### config.mk
export PLATFORM = sky130hd
export DESIGN_NAME = result_buffer
export DESIGN_NICKNAME = d
export VERILOG_FILES = /design/src/rtl/result_buffer.sv
export SDC_FILE = /design/constraint.sdc
export NUM_CORES = 1
export LEC_CHECK = 0
export ABC_AREA = 1
export CAP_MARGIN = 20
export CORE_ASPECT_RATIO = 1.2
export CORE_MARGIN = 5
export CORE_UTILIZATION = 56
export CTS_CLUSTER_SIZE = 16
export DETAILED_ROUTE_END_ITERATION = 12
export PLACE_DENSITY_LB_ADDON = 0.2
export SYNTH_ARGS = -nofsm -noshare
export SYNTH_HDL_FRONTEND = slang
export SYNTH_SLANG_ARGS = --single-unit
### constraint.sdc
create_clock -name clk -period 1.9 [get_ports clk]
set_input_delay 0.19 -clock clk [delete_from_list [all_inputs] [get_ports clk]]
set_output_delay 0.19 -clock clk [all_outputs]
set_load 0.02 [all_outputs]
### src/rtl/result_buffer.sv
// result_buffer: DEPTH-entry show-ahead FIFO between the MAC stage and its consumer.
// Upstream has no backpressure, so a result that arrives while the buffer is full
// and no entry leaves is dropped and latched in the sticky overflow flag.
// All outputs are registered. data_out is precomputed from next-state head.
// Optional feature macro: RESULT_BUFFER_STATS_EN adds max_seen, the largest
// value accepted since reset.
module result_buffer #(
  parameter int DEPTH = 4,
  parameter int WIDTH = 8
) (
  input  logic                       clk,
  input  logic                       rst,
  input  logic                       validi,
  input  logic [WIDTH-1:0]           data_in,
  input  logic                       readyi,
  output logic                       valido,
  output logic [WIDTH-1:0]           data_out,
  output logic [$clog2(DEPTH+1)-1:0] count,
  output logic                       overflow
`ifdef RESULT_BUFFER_STATS_EN
  ,
  output logic [WIDTH-1:0]           max_seen
`endif
);

  localparam int PTR_W = (DEPTH > 1) ? $clog2(DEPTH) : 1;
  localparam int CNT_W = $clog2(DEPTH+1);

  logic [WIDTH-1:0] mem_q [DEPTH];
  logic [PTR_W-1:0] wr_ptr_q, wr_ptr_d;
  logic [PTR_W-1:0] rd_ptr_q, rd_ptr_d;
  logic [CNT_W-1:0] count_q, count_d;
  logic             valido_q, valido_d;
  logic [WIDTH-1:0] data_out_q, data_out_d;
  logic             overflow_q, overflow_d;
  logic             push_s, pop_s, full_s, drop_s;

  // Next-state: push/pop decisions, pointer wrap, occupancy and registered head value.
  always_comb begin
    pop_s  = valido_q & readyi;
    full_s = (count_q == CNT_W'(DEPTH));
    push_s = validi & (~full_s | pop_s);
    drop_s = validi & full_s & ~pop_s;

    if (push_s) begin
      wr_ptr_d = wr_ptr_q + PTR_W'(1);
    end else begin
      wr_ptr_d = wr_ptr_q;
    end

    if (pop_s) begin
      rd_ptr_d = rd_ptr_q + PTR_W'(1);
    end else begin
      rd_ptr_d = rd_ptr_q;
    end

    case ({push_s, pop_s})
      2'b10:   count_d = count_q + CNT_W'(1);
      2'b01:   count_d = count_q - CNT_W'(1);
      default: count_d = count_q;
    endcase

    overflow_d = overflow_q | drop_s;
    valido_d   = (count_d != CNT_W'(0));

    // The head after this edge is either the slot being written now (when it is
    // the only live entry) or an already stored slot.
    if (!valido_d) begin
      data_out_d = WIDTH'(0);
    end else if (push_s && (wr_ptr_q == rd_ptr_d)) begin
      data_out_d = data_in;
    end else begin
      data_out_d = mem_q[rd_ptr_d];
    end
  end

  // Control state and registered outputs, cleared by synchronous reset.
  always_ff @(posedge clk) begin
    if (rst) begin
      wr_ptr_q   <= PTR_W'(0);
      rd_ptr_q   <= PTR_W'(0);
      count_q    <= CNT_W'(0);
      valido_q   <= 1'b0;
      data_out_q <= WIDTH'(0);
      overflow_q <= 1'b0;
    end else begin
      wr_ptr_q   <= wr_ptr_d;
      rd_ptr_q   <= rd_ptr_d;
      count_q    <= count_d;
      valido_q   <= valido_d;
      data_out_q <= data_out_d;
      overflow_q <= overflow_d;
    end
  end

  // Storage array; contents are not cleared, pointers alone define validity.
  always_ff @(posedge clk) begin
    if (!rst && push_s) begin
      mem_q[wr_ptr_q] <= data_in;
    end
  end

  assign valido   = valido_q;
  assign data_out = data_out_q;
  assign count    = count_q;
  assign overflow = overflow_q;

`ifdef RESULT_BUFFER_STATS_EN
  logic [WIDTH-1:0] max_seen_q, max_seen_d;

  // Track the largest accepted value; dropped inputs never reach push_s.
  always_comb begin
    if (push_s && (data_in > max_seen_q)) begin
      max_seen_d = data_in;
    end else begin
      max_seen_d = max_seen_q;
    end
  end

  // Statistics register, cleared by synchronous reset.
  always_ff @(posedge clk) begin
    if (rst) begin
      max_seen_q <= WIDTH'(0);
    end else begin
      max_seen_q <= max_seen_d;
    end
  end

  assign max_seen = max_seen_q;
`else
  // Statistics disabled: no max_seen port or tracking logic.
`endif

endmodule

Word level (Yosys, flattened, before mapping)
Memories as Yosys holds them, arrays and structs flattened. A register that Yosys moved wholly into a read port is not among the register bits. Cells that the tools add are included.

Bits in registers: 9. RAM bits: 32. Output and inout port bits: 13. Memories: 1.

Memory list: mem_q (depth 4, width 8, read ports 1, clocked after memory_dff 1, write ports 1, RTL line 29) `logic [WIDTH-1:0] mem_q [DEPTH];`.

Add/sub/neg operators: 4. Eq/ne operators: 3. Muxes and demuxes: 4. Bitwise operators: 9. Reduce and logical (&&, ||, !) cells: 4.

Operators by type and width (number): $pmux W3 S2 (1); $add A2 B1 Y2 const B (2); $and A1 B1 Y1 (4); $add A3 B1 Y3 const B (1); $eq A3 B3 Y1 const B (1); $not A1 Y1 (3); $reduce_bool A3 Y1 (1); $sub A3 B1 Y3 const B (1); $eq A2 B1 Y1 const B (1); $eq A2 B2 Y1 const B (1); $mux W1 (2); $mux W2 (1); $or A1 B1 Y1 (2); $reduce_or A2 Y1 (1); $logic_and A1 B1 Y1 (1); $logic_not A1 Y1 (1).

Longest topological paths before layout
Word-level depth: 9. Mapped depth: 11.

Least setup slack after synthesis
No wires, ideal clock.

Kind: reg-to-reg. From: register valido_q, in the netlist valido. To: register data_out_q[0], in the netlist data_out[0], read port of mem_q. Library setup time: 0.118 ns. Data arrival time: 1.784 ns. Setup slack: -0.002 ns. Stages on the path, launching flop included: 11. Buffers on the path: 0. Clock period less this slack: 1.902 ns. Path through: dfxtp_1 -> nand2_2 -> nor2_2 -> inv_2 -> fa_1 -> inv_1 -> nand4_1 -> a21oi_1 -> nor2_1 -> nor2_4 -> nor2_1.

Word-level cells in the longest chain between the ends: 8.

RTL lines: from (decl) (RTL line 33) `logic valido_q, valido_d;`; from (signal assigned) (RTL line 90) `valido_q <= valido_d;`; $and A1 B1 Y1 (*) (RTL line 40) `pop_s = valido_q & readyi;`; $or A1 B1 Y1 (RTL line 42) `push_s = validi & (~full_s | pop_s);`; $and A1 B1 Y1 (RTL line 42); $eq A2 B1 Y1 / $eq A2 B2 Y1 (equally long branches) (RTL line 57) `case ({push_s, pop_s})`; $pmux W3 S2 (RTL line 57); $reduce_bool A3 Y1 (RTL line 64) `valido_d = (count_d != CNT_W'(0));`; $not A1 Y1 (no source line); $reduce_or A2 Y1 (no source line); to (decl) (RTL line 34) `logic [WIDTH-1:0] data_out_q, data_out_d;`.

Every way passes the cells marked *; elsewhere a longest branch is shown, timed or not. A chain may end at the register's enable or synchronous reset.

Final worst setup path
From: input port readyi. To: register data_out_q[1], in the netlist data_out[1], read port of mem_q.

Word-level cells in the longest chain between the ends: 8.

RTL lines: from (decl) (RTL line 15) `input logic readyi,`; $and A1 B1 Y1 (*) (RTL line 40); $or A1 B1 Y1 (RTL line 42); $and A1 B1 Y1 (RTL line 42); $eq A2 B1 Y1 / $eq A2 B2 Y1 (equally long branches) (RTL line 57); $pmux W3 S2 (RTL line 57); $reduce_bool A3 Y1 (RTL line 64); $not A1 Y1 (no source line); $reduce_or A2 Y1 (no source line).

Marks and branches as above.

==> metrics <==
Clock Skew between 0.004 and 0.005 ns; Residual DRC 0; synth unique cells 21; Hold Fails Final Rpt 0; CP Launch Point readyi; largest family of logic cells by synthesized area simple AND/OR/NAND/NOR gates; minimum clock period 1.80 ns; crit end category register; hold_ws 0.450 ns; IO Pins 25; total track usage about a fifth; drt via density 5.06; syn nets 258; adder-cell share of the synthesized area 3.03%; Starting Density 58.2%; most frequent cell on the critical path nor2_2; Synth top area share 41.6%; worst r2r dst data_out[1]$_SDFF_PP0_; post-synthesis xor/xnor area fraction 0%; worst flop-to-flop path startpoint valido$_SDFF_PP0_; Crit path max-delay family simple AND/OR/NAND/NOR gates; status finished, final reports clean; area of the mapped netlist between 2000 and 2500 µm²; Cells after Synth roughly 240; Reg2Reg Setup Slack roughly 0.11 ns; Final Cycle Share 94.6%; die height between 80 and 90 µm; mux share of post-synthesis cell area 0%; Clock Path Buffers 2; CORE AREA ~4000 µm²; Root Driver clkbuf_8; Setup CP Type primary input to register; Worst Path Max Fanout 5; n_diodes 0; Max Clock Freq about 560 MHz; worst hold path type register to register; synth top area cells edfxtp_1, dfxtp_1, nand2_1, nand3_1, inv_1; #FFs+latches synth 49; antenna viol nets, final 0; final setup fails 0; Power Dens Cells between 1000 and 1500 nW/µm²; CTS Buf Count 5; CP bufs+invs 3; Simple-Gate Fraction of Synth Area between 30% and 40%; Crit path depth 12; CTS Sinks a little under 50; die area 5520 µm²; routed length per instance between 10 and 15 µm; Rows 25; Layout Nets between 300 and 400; global-route wire length before repair approximately 8 mm; H-tree depth 2; grt ovf 0; sequential element share of the synthesized area a little under three fifths; Max rail drop VDD approximately 0.82 mV; worst r2r path cells 11; compound-gate portion of the synthesized area 1.30%; Setup crit end data_out[1]$_SDFF_PP0_; Iter 0 DRT Violations 96; max_slew headroom 84.2%; Pre-Repair DR Iteration Count 4; max-cap viol count 0; gpl congestion 0.844; port buffer count 24; WL final between 4 and 5 mm; postcts setup bufs 0; Inst Count DP approximately 340; layout overhead on the synthesized area 23.7%; die width a little under 70 µm; CTS tree built; Synth Warn # 0; Leak around 0.0013 µW; Post-DP HPWL 3.61 mm; crit path DAT roughly 2.0 ns; fin cells 348; CP Data Required Time 2.14 ns; Clock Latency Late Sink about 0.30 ns; max incr delay on CP about 0.5 ns; Syn Area/Cell around 9.6 µm²; area leader, netlist edfxtp_1; DR vias 1760; cells along the critical path clkdlybuf4s50_1 > nand2_2 > nor2_2 > inv_2 > fa_1 > inv_1 > nand4_1 > nand3_1 > nand2_1 > nor2_2 > nor2_4 > nor2_1; Slowest cell on crit path clkdlybuf4s50_1; Pwr Total roughly 3300 µW; layout cells sized above 1 between 15 and 20%; initial antenna violation count 0; Setup TNS 0 ns; Slew Limit Fails 0; critical path startpoint category primary input; Clock transition at path regs ~0.09 ns; Worst-Margin Slew ~0.24 ns; vias in the first global route about 1700; largest net degree at the start of global routing 15
[synthesized netlist by cell type (all sizes together)]
library cell	instances
nand2	63
inv	42
nand3	34
edfxtp	32
nor2	20
dfxtp	17
nand3b	16
a21oi	4
buf	4
ha	4
nand4	2
o21ai	2
fa	1
[layer usage]
metal / GRT usage [%] / vias up / wire, µm
met5: 0 / - / 0
met4: 5.37 / 0 / 48
met3: 3.92 / 5 / 237
met2: 32.9 / 36 / 2570
met1: 24.9 / 841 / 2090
li1: - / 878 / -
[registers in the layout, indices dropped and copies added (netlist names)]
name / count
rd_ptr_q: 2
valido: 1
overflow: 1
data_out: 8
count: 3
wr_ptr_q: 2
mem_q: 32
[worst reg2reg max path, stage by stage (launching register included)]
cell,delay [ns]
dfxtp_2,0.37
nand2_2,0.07
nor2_2,0.11
inv_2,0.05
fa_1,0.39
inv_1,0.07
nand4_1,0.11
nand3_1,0.09
nand2_1,0.08
nor2_2,0.21
nor2_4,0.07
nor2_1,0.10
[power breakdown]
| part | internal [µW] | switching (µW) | total (µW) |
|---|---|---|---|
| registers | 1280 | 75.0 | 1360 |
| logic | 544 | 784 | 1330 |
| clock network | 256 | 330 | 585 |
[layout by cell type, fill, tap and decap left out, types with 2 or more instances in the layout]
cell type and count:
nand2_1 50, inv_1 41, nand3_1 32, edfxtp_1 32, clkdlybuf4s50_1 24, buf_4 24, nand3b_1 16, dfxtp_1 16
nor2_1 15, nand2_4 7, nand2_2 6, clkbuf_8 5, nor2_2 4, a21oi_1 4, ha_1 4, nand3_2 2
o21ai_0 2, nand4_1 2, clkinv_2 2
[timing repair]
action,in CTS,in global routing
hold endpoints to repair,0,0
hold buffers,0,0
endpoints found under the setup margin,0,9
resized for setup,0,1
[final cells by class]
type | count | area (µm²)
Clock buffer | 6 | 72.6
Clock inverter | 2 | 10.0
Fill cell | 329 | 1110
Inverter | 42 | 158
Multi-Input combinational cell | 147 | 830
Sequential cell | 49 | 1300
Tap cell | 54 | 67.6
Timing Repair Buffer | 48 | 420
[through the flow]
stage	worst slack, ns	area, µm²	util [%]
after CTS	0.105	2850	71.8
after global routing	-0.0211	2860	72.0
after detailed placement	-0.207	2770	69.7
after floorplan	0.106	2310	-
after global placement	-0.149	2770	69.7
final	0.103	2860	72.0
[worst min path at each step]
stage / end / start / slack (ns) / cells after the start
floorplan: overflow$_SDFF_PP0_ / rst / 0.26 / 1
global route: overflow$_SDFF_PP0_ / overflow$_SDFF_PP0_ / 0.49 / 2
CTS: overflow$_SDFF_PP0_ / overflow$_SDFF_PP0_ / 0.45 / 2
detailed placement: overflow$_SDFF_PP0_ / overflow$_SDFF_PP0_ / 0.44 / 2
global placement: overflow$_SDFF_PP0_ / overflow$_SDFF_PP0_ / 0.44 / 2
finish: overflow$_SDFF_PP0_ / overflow$_SDFF_PP0_ / 0.45 / 2
[kinds of logic (layout without fill, tap and decap cells)]
logic type / Yosys count / count (layout)
compound gates: 6 / 6
fa+ha+maj: 5 / 5
flops: 49 / 49
simple gates: 135 / 136
buf+inv: 46 / 98
Power figures use the tool's default switching activity.
